<file path="config.mk">
export PLATFORM = sky130hd
export DESIGN_NAME = ad5791_frame_serializer
export DESIGN_NICKNAME = d
export VERILOG_FILES = /design/src/rtl/ad5791_frame_serializer.sv
export SDC_FILE = /design/constraint.sdc
export NUM_CORES = 1
export LEC_CHECK = 0
export CORE_MARGIN = 2
export CORE_UTILIZATION = 55
export DETAILED_ROUTE_END_ITERATION = 10
export PLACE_DENSITY = 0.93
export SETUP_SLACK_MARGIN = 0.5
export SKIP_LAST_GASP = 1
export SLEW_MARGIN = 10
export SYNTH_ARGS = -nofsm -noshare
export SYNTH_HDL_FRONTEND = slang
export SYNTH_SLANG_ARGS = --single-unit
</file>
<file path="constraint.sdc">
create_clock -name a_clk -period 4.93 [get_ports a_clk]
set_clock_uncertainty 0.05 [all_clocks]
set_input_delay 1.2325 -clock a_clk [delete_from_list [all_inputs] [get_ports a_clk]]
set_output_delay 1.2325 -clock a_clk [all_outputs]
set_load 0.02 [all_outputs]
</file>
<file path="src/rtl/ad5791_frame_serializer.sv">
// Serial write-frame generator for a bank of AD5791 20-bit DACs.
// All DACs share PMD_clk and PMD_sync, and each DAC has its own PMD_dac line.
// After reset the control register is written once. After that, parallel DAC
// words taken over a valid/ready handshake are shifted out MSB first on all
// lanes at the same time. A cfg_req pulse queues another control-register write.
//
// state | meaning
// ------+------------------------------------------------------------------
// INIT  | first cycle after reset; queues the control frame on every lane
// IDLE  | waiting; serves a pending control write first, then DAC data
// SHIFT | PMD_sync low; 24 bits, each CLK_DIV high then CLK_DIV low
// GAP   | PMD_sync high for SYNC_HIGH cycles before the next frame may start
module ad5791_frame_serializer #(
    parameter int                    NUM_DAC    = 4,
    parameter int                    DATA_WIDTH = 20,
    parameter int                    CLK_DIV    = 4,
    parameter int                    SYNC_HIGH  = 4,
    parameter logic [DATA_WIDTH-1:0] CTRL_INIT  = 20'h00022
) (
    input  logic                          a_clk,
    input  logic                          a_resetn,
    input  logic [NUM_DAC*DATA_WIDTH-1:0] dac_data,
    input  logic                          dac_valid,
    output logic                          dac_ready,
    input  logic                          cfg_req,
    output logic                          busy,
    output logic                          init_done,
    output logic                          PMD_clk,
    output logic                          PMD_sync,
    output logic [NUM_DAC-1:0]            PMD_dac
);

    localparam int FRAME_W = DATA_WIDTH + 4;
    localparam int BIT_W   = $clog2(FRAME_W);
    localparam int HALF_W  = $clog2(CLK_DIV + 1);
    localparam int GAP_W   = $clog2(SYNC_HIGH + 1);

    localparam logic [BIT_W-1:0]   BIT_LOAD  = BIT_W'(FRAME_W - 1);
    localparam logic [HALF_W-1:0]  HALF_LOAD = HALF_W'(CLK_DIV - 1);
    localparam logic [GAP_W-1:0]   GAP_LOAD  = GAP_W'(SYNC_HIGH - 1);
    localparam logic [2:0]         ADDR_DAC  = 3'b001;
    localparam logic [2:0]         ADDR_CTRL = 3'b010;
    localparam logic [FRAME_W-1:0] CTRL_FRAME = {1'b0, ADDR_CTRL, CTRL_INIT};

    typedef enum logic [1:0] {
        ST_INIT  = 2'd0,
        ST_IDLE  = 2'd1,
        ST_SHIFT = 2'd2,
        ST_GAP   = 2'd3
    } state_t;

    state_t state_q, state_d;

    // The bit currently on the wire is held in dac_q. The lane registers hold
    // only the bits that are still to be sent.
    logic [NUM_DAC-1:0][FRAME_W-2:0] lane_q, lane_d;
    logic [NUM_DAC-1:0][FRAME_W-1:0] load_frame;
    logic [BIT_W-1:0]                bit_q, bit_d;
    logic [HALF_W-1:0]               half_q, half_d;
    logic [GAP_W-1:0]                gap_q, gap_d;
    logic                            cfg_pend_q, cfg_pend_d;
    logic                            ready_q, ready_d;
    logic                            busy_q, busy_d;
    logic                            done_q, done_d;
    logic                            clk_q, clk_d;
    logic                            sync_q, sync_d;
    logic [NUM_DAC-1:0]              dac_q, dac_d;
    logic                            load_cfg;
    logic                            load_dat;
    logic                            cfg_in;

    // Frame each lane would load now: the control frame, or a DAC-register write of its slice.
    always_comb begin
        load_frame = '0;
        for (int k = 0; k < NUM_DAC; k++) begin
            if (load_cfg) begin
                load_frame[k] = CTRL_FRAME;
            end else begin
                load_frame[k] = {1'b0, ADDR_DAC, dac_data[k*DATA_WIDTH +: DATA_WIDTH]};
            end
        end
    end

    // Next-state, counters, shift data and next values of the registered outputs.
    always_comb begin
        state_d  = state_q;
        lane_d   = lane_q;
        bit_d    = bit_q;
        half_d   = half_q;
        gap_d    = gap_q;
        busy_d   = busy_q;
        done_d   = done_q;
        clk_d    = clk_q;
        sync_d   = sync_q;
        dac_d    = dac_q;
        load_cfg = 1'b0;
        load_dat = 1'b0;
        // Requests made before the first control frame finishes are absorbed,
        // because that frame is already on its way.
        cfg_in   = cfg_req & done_q;

        case (state_q)
            ST_INIT: begin
                load_cfg = 1'b1;
            end
            ST_IDLE: begin
                if (cfg_pend_q) begin
                    load_cfg = 1'b1;
                end else if (dac_valid && ready_q) begin
                    load_dat = 1'b1;
                end
            end
            ST_SHIFT: begin
                if (half_q != '0) begin
                    half_d = half_q - 1'b1;
                end else begin
                    half_d = HALF_LOAD;
                    if (clk_q) begin
                        clk_d = 1'b0;
                    end else if (bit_q == '0) begin
                        clk_d   = 1'b1;
                        sync_d  = 1'b1;
                        dac_d   = '0;
                        gap_d   = GAP_LOAD;
                        state_d = ST_GAP;
                    end else begin
                        // Data changes only while the clock goes back high, so it is
                        // stable across the falling edge where the DAC samples it.
                        clk_d = 1'b1;
                        bit_d = bit_q - 1'b1;
                        for (int k = 0; k < NUM_DAC; k++) begin
                            dac_d[k]  = lane_q[k][FRAME_W-2];
                            lane_d[k] = {lane_q[k][FRAME_W-3:0], 1'b0};
                        end
                    end
                end
            end
            ST_GAP: begin
                if (gap_q != '0) begin
                    gap_d = gap_q - 1'b1;
                end else begin
                    state_d = ST_IDLE;
                    busy_d  = 1'b0;
                    done_d  = 1'b1;
                end
            end
            default: begin
                state_d = ST_INIT;
            end
        endcase

        if (load_cfg || load_dat) begin
            for (int k = 0; k < NUM_DAC; k++) begin
                dac_d[k]  = load_frame[k][FRAME_W-1];
                lane_d[k] = load_frame[k][FRAME_W-2:0];
            end
            bit_d   = BIT_LOAD;
            half_d  = HALF_LOAD;
            clk_d   = 1'b1;
            sync_d  = 1'b0;
            busy_d  = 1'b1;
            state_d = ST_SHIFT;
        end

        // A request that arrives in the same cycle the control frame is loaded
        // is merged into that frame.
        cfg_pend_d = load_cfg ? 1'b0 : (cfg_pend_q | cfg_in);
        ready_d    = (state_d == ST_IDLE) & done_d & ~cfg_pend_d;
    end

    // FSM state register.
    always_ff @(posedge a_clk or negedge a_resetn) begin
        if (!a_resetn) begin
            state_q <= ST_INIT;
        end else begin
            state_q <= state_d;
        end
    end

    // Datapath, counters and registered outputs. Reset raises sync right away, which aborts a write in flight.
    always_ff @(posedge a_clk or negedge a_resetn) begin
        if (!a_resetn) begin
            lane_q     <= '0;
            bit_q      <= '0;
            half_q     <= '0;
            gap_q      <= '0;
            cfg_pend_q <= 1'b0;
            ready_q    <= 1'b0;
            busy_q     <= 1'b0;
            done_q     <= 1'b0;
            clk_q      <= 1'b1;
            sync_q     <= 1'b1;
            dac_q      <= '0;
        end else begin
            lane_q     <= lane_d;
            bit_q      <= bit_d;
            half_q     <= half_d;
            gap_q      <= gap_d;
            cfg_pend_q <= cfg_pend_d;
            ready_q    <= ready_d;
            busy_q     <= busy_d;
            done_q     <= done_d;
            clk_q      <= clk_d;
            sync_q     <= sync_d;
            dac_q      <= dac_d;
        end
    end

    assign dac_ready = ready_q;
    assign busy      = busy_q;
    assign init_done = done_q;
    assign PMD_clk   = clk_q;
    assign PMD_sync  = sync_q;
    assign PMD_dac   = dac_q;

endmodule

</file>
==> results of run 1 <==
## worst reg2reg max path, cell delays in order, from the launching register on
cell and delay, ns:
dfrtp_1 0.93, nor2b_1 0.46, and3_2 0.92, buf_4 0.44, nor3_1 0.11, a211oi_1 0.32
## per-layer routing
layer	wire length, µm	share of wire
met5	0	0
met4	416	0.028
met3	1198	0.082
met2	7354	0.50
met1	5675	0.39
## power by group through the flow
stage | combinational [mW] | clock [mW] | sequential [mW]
after floorplan | 0.916 | 0 | 1.62
after global placement | 1.14 | 0 | 1.66
after detailed placement | 1.23 | 0 | 1.68
after CTS | 1.27 | 1.26 | 1.69
after global routing | 1.42 | 1.32 | 1.75
final | 1.27 | 1.27 | 1.70
## final timing paths
path | start | endpoint | slack [ns] | cells after the start
min | PMD_sync | PMD_sync | 0.42 | 2
max | state_q[1] | lane_q[38] | 1.60 | 5
min in group asynchronous | a_resetn | cfg_pend_q | 0.63 | 1
max in group asynchronous | a_resetn | lane_q[67] | 3.25 | 2
max reg2reg | state_q[1] | lane_q[38] | 1.60 | 5
min reg2reg | PMD_sync | PMD_sync | 0.42 | 2
## cell type report
type                       count  area [µm²]  area share
clock buffer                  21       449.2     0.06355
clock inverter                10       156.4     0.02213
inverter                       8       30.03    0.004249
multi-input combinational    427        2385      0.3374
sequential                   115        2880      0.4075
tap                          133       166.4     0.02354
timing repair buffer         103        1001      0.1416
## flip-flops by register name (all words and copies together) (netlist names), 2 cells and up
signal and cells:
state_q 2, gap_q 3, bit_q 5, half_q 3
PMD_dac 4, lane_q 92
## synthesized netlist by cell type (all sizes together) (2+ instances only)
master	count
a211oi	69
a21oi	18
a22o	8
buf	20
clkbuf	37
dfrtp	113
dfstp	2
ha	6
inv	8
mux2i	2
nand2	32
nand2b	3
nand3	18
nand4	2
nor2	83
nor2b	4
nor3	78
o211ai	9
o21ai	76
## cells by family after synthesis
| logic type | after synthesis |
|---|---|
| compound gates | 189 |
| fa+ha+maj | 6 |
| simple gates | 229 |
| buf+inv | 65 |
| mux | 2 |
| xor+xnor | 1 |
| flops | 115 |
==> run metrics, run 1 <==
sum of buffers and inverters on the critical path=1; clock buffer depth=2; WS Path Type=register to register; first-pass GRT wire length=24340 µm; Logic pwr share=0.299; DP HPWL=about 8600 µm; Rel. slew slack=0.1482; EDFF count, synth=0; Net Count, Synth=697; endpoints failing hold=0; synthesized area=approximately 5500 µm²; Final Non-Filler Cells=just over 800; outcome=finished clean; Initial Utilization=0.5643; Seq/Total Area, Yosys=0.5222; Util after Layout=0.7231; met1 Track Usage GR=0.3536; ys async rst share=1.000; nets@finish=762; Setup TNS=0 ns; worst path arrival time=3.69 ns; met2 Usage GRT=0.4521; PortBufs=slightly above 90; post-synthesis instance total=607; final setup fails=0; final instance area=just over 7000 µm²; Max Fclk=around 300 MHz; clock slew at reported path FFs=approximately 0.06 ns; Routed Antenna Nets=0; RSZ-0062 raised after global routing=no; Psw=1.398 mW; GRT overflow=0; synthesized flop and latch total=about 120; Synth warnings=0; DP Cell Count=786; switching part of the total=0.3302; CTS sink cnt=115; Lkg Pwr=2.773 nW; post-synthesis mux area share=0.003630; Slew Viols, Final=0; Peak VDD IR=approximately 0.00027 V; Root Buffer=clkbuf_8; nature of the critical path startpoint=register; row count=36; Die Height=~100 µm; total core area=9774 µm²; DRC Markers=0; WL final=about 15000 µm; drt pass-1 iters=5; Hold-fix buffers, CTS=0; critical-path cell list=nor2b_1 -> and3_2 -> buf_4 -> nor3_1 -> a211oi_1; Reg power frac=0.401; Placer Congestion=0.8143; crit path capture type=register; IO Count=93; largest family of logic cells by synthesized area=compound AO/OA/AOI/OAI gates; vias in the first global route=between 5000 and 6000; Yosys top cell by area=dfrtp_1; post-synthesis simple-gate area fraction=0.1892; Clk Latency, worst-skew pair=around 0.52 ns; Int Pwr=~2.8 mW; Synth Area in Adders=0.01361; Vias/cell=6.202; Clk network pwr share=0.299; most common cell after layout, fill and taps aside=dfrtp_1; CP top delay family=simple AND/OR/NAND/NOR gates; WP data required=5.29 ns; mean post-synth cell area=~9.1 µm²; placed inst area=6462 µm²; Max FO, Critical Path=52; delay of the slowest critical-path stage=0.93 ns; Die Area=10850 µm²; Synth Flop Type=dfrtp_1; antenna cell count=0; max-cap check violation count=0; postcts setup bufs=0; pre-CTS setup slack=1.436 ns; WHS=0.4237 ns; pwr/cell area=between 500 and 600 nW/µm²; pin count of the biggest net entering global routing=92; setup ws final=1.601 ns; initial antenna violation count=0; complex-gate fraction of the synthesized area=0.2180; grt met3 use=0.07644; Crit-path slowest cell=dfrtp_1; total global-route track usage=0.2832; worst-margin pin slew=roughly 1.3 ns; DR WL/cell=~18 µm; DRT iter0 DRCs=306; H-tree depth=4; CTS tree=done; area added between synthesis and finish=28.15%; XOR/XNOR share of the synthesized area=0.001588; hold crit path type=register to register; Post-CTS Resized=0; DIE WIDTH=104.1 µm; period utilization=0.6753; vias post-DR=5067; post-synth cell types=40; layout cells sized above 1=0.07602; fillers=around 650; most frequent cells in the layout=dfrtp_1 (113), clkdlybuf4s50_1 (91), nor2_1 (83); Yosys top cell area share=0.5127; Num CTS Buffers=17; Tot Pwr=4.233 mW; Synth area leaders=dfrtp_1 (51%), a211oi_1 (9.4%), nor3_1 (7.1%); crit path time final=3.329 ns; Top Usage Layer GRT=met2
Power figures use the tool's default switching activity.
==> run 2, diff against run 1 <==
Settings changed: CORE_UTILIZATION 55 to 48, PLACE_DENSITY 0.93 to 0.87.
Clock period 4.93 ns to 2.69 ns, I/O delays scaled along.
==> run metrics, run 2 (synthesis results as in run 1) <==
total core area=11320 µm² (+16%); area added between synthesis and finish=32.94%; Psw=2.596 mW (+86%); max-cap check violation count=0 (unchanged); setup ws final=0.5334 ns (-1.068 ns); Initial Utilization=0.4872 (-0.07708); Rel. slew slack=0.5800 (+0.4318); Routed Antenna Nets=0 (unchanged); switching part of the total=0.3262 (-0.003967); placed inst area=6614 µm² (+2.3%); initial antenna violation count=0 (unchanged); clock slew at reported path FFs=0.05 ns (about the same); layout cells sized above 1=0.1098 (+0.03382); Placer Congestion=0.7777 (-4.5%); most common cell after layout, fill and taps aside=dfrtp_1; clock buffer depth=2 (unchanged); PortBufs=92 (unchanged); Num CTS Buffers=17 (unchanged); outcome=finished clean; endpoints failing hold=0 (unchanged); pwr/cell area=1085 nW/µm² (+81%); Root Buffer=clkbuf_16; hold crit path type=input pin to async pin; DRC Markers=0 (unchanged); Logic pwr share=0.314 (+0.015); Hold-fix buffers, CTS=0 (unchanged); most frequent cells in the layout=dfrtp_1 (113), clkdlybuf4s50_1 (88), nor2_1 (83); Setup TNS=0 ns (unchanged); Max Fclk=463.7 MHz (+54%); antenna cell count=0 (unchanged); crit path capture type=register; Int Pwr=5.361 mW (+89%); first-pass GRT wire length=24050 µm (-1.2%); Die Area=12360 µm² (+14%); nets@finish=779 (+2.2%); RSZ-0062 raised after global routing=yes; Slew Viols, Final=0 (unchanged); max reg flops=92 (unchanged); H-tree depth=4 (unchanged); GRT overflow=0 (unchanged); worst path arrival time=2.37 ns (-1.32 ns); Biggest register=lane_q; Reg power frac=0.391 (-0.010); total global-route track usage=0.2412 (-0.04206); crit path time final=2.157 ns (-1.172 ns); IO Count=93 (unchanged); worst-margin pin slew=0.6300 ns (-0.6392 ns); Vias/cell=6.191 (-0.18%); DP HPWL=9161 µm (+6.2%); DRT iter0 DRCs=464 (+52%); row count=39 (+8.3%); WS Path Type=register to register; Clk network pwr share=0.295 (-0.004); Max FO, Critical Path=7 (-87%); pre-CTS setup slack=0.3495 ns (-1.086 ns); WP data required=2.91 ns (-2.38 ns); fillers=830 (+27%); CTS tree=done; DR WL/cell=18.01 µm (+0.47%); final instance area=7332 µm² (+3.7%); Die Height=111.2 µm (+6.8%); drt pass-1 iters=5 (unchanged); vias in the first global route=4953 (-3.2%); Worst R2R Start=bit_q[0]; Clk Latency, worst-skew pair=0.41 ns (-0.11 ns); crit path from=bit_q[0]; nature of the critical path startpoint=register; WL final=15200 µm (+3.8%); Lkg Pwr=2.910 nW (+4.9%); period utilization=0.8017 (+0.1264); vias post-DR=5225 (+3.1%); Peak VDD IR=0.0005016 V (+88%); CTS sink cnt=115 (unchanged); pin count of the biggest net entering global routing=70 (-24%); final setup fails=0 (unchanged); DIE WIDTH=111.2 µm (+6.8%)
==> run 2: cell count changes in the layout (fill, tap and decap cells not counted), moves of 2 or more <==
cell and delta:
buf_12 +5, dlygate4sd2_1 +2, nor3_1 -6, nor3_2 +6
buf_4 +8, and3_4 +2, clkdlybuf4s50_1 -3
==> run 2: area by class of cell <==
cell class | count | area (µm²) | share of cell area
Tap cell | 143 | 178.9 | 0.02440
Sequential cell | 115 | 2880 | 0.3928
Clock inverter | 10 | 156.4 | 0.02133
Multi-Input combinational cell | 430 | 2454 | 0.3346
Inverter | 8 | 30.03 | 0.004096
Timing Repair Buffer | 117 | 1172 | 0.1599
Clock buffer | 21 | 460.4 | 0.06280
==> run 2: power groups by stage <==
stage / clock network, mW / registers, mW / logic, mW
final: 2.35 / 3.11 / 2.50
after global routing: 2.45 / 3.19 / 2.76
after CTS: 2.36 / 3.08 / 2.38
after detailed placement: 0 / 3.08 / 2.33
after global placement: 0 / 3.03 / 2.19
after floorplan: 0 / 2.97 / 1.68
==> run 2: path summary, 6_finish.rpt <==
check	to	cells past startpoint	slack (ns)
min in group a_clk	PMD_dac[2]	1	0.45
hold reg to reg	PMD_dac[2]	1	0.45
max in group asynchronous	PMD_sync	2	1.80
setup / recovery	bit_q[2]	6	0.53
hold / removal	lane_q[78]	1	0.12
setup reg to reg	bit_q[2]	6	0.53
==> run 2: repair_timing <==
| item | CTS | global route |
|---|---|---|
| gates resized for setup | 3 | 17 |
| gates cloned | 1 | 2 |
| buffers inserted | 0 | 1 |
| endpoints found under the setup margin | 29 | 63 |
| endpoints found under the hold margin | 0 | 0 |
==> run 2: per-layer routing <==
metal	global-route usage	part of all wire	wire, µm	vias up
li1	-	-	-	2360
met1	0.3074	0.38	5775	2511
met2	0.3963	0.51	7721	303
met3	0.06288	0.083	1262	51
met4	0.09218	0.029	440	0
met5	0	0	0	-
==> run 2: through the flow <==
step	util	std cells	hold WS, ns	total power, mW
2_1_floorplan	-	607	0.3269	4.650
3_3_place_gp	0.5842	809	0.4273	5.216
3_5_place_dp	0.5842	809	0.4383	5.413
4_1_cts	0.6395	841	0.1193	7.823
5_1_grt	0.6477	844	0.1349	8.402
6_report	0.6477	844	0.1182	7.957
==> run 2: critical path: stages, from the launching register on <==
cell	delay (ns)
dfrtp_1	0.41
inv_2	0.09
ha_2	0.19
or4b_4	0.54
and3_2	0.29
a211oi_1	0.35
a31oi_1	0.10
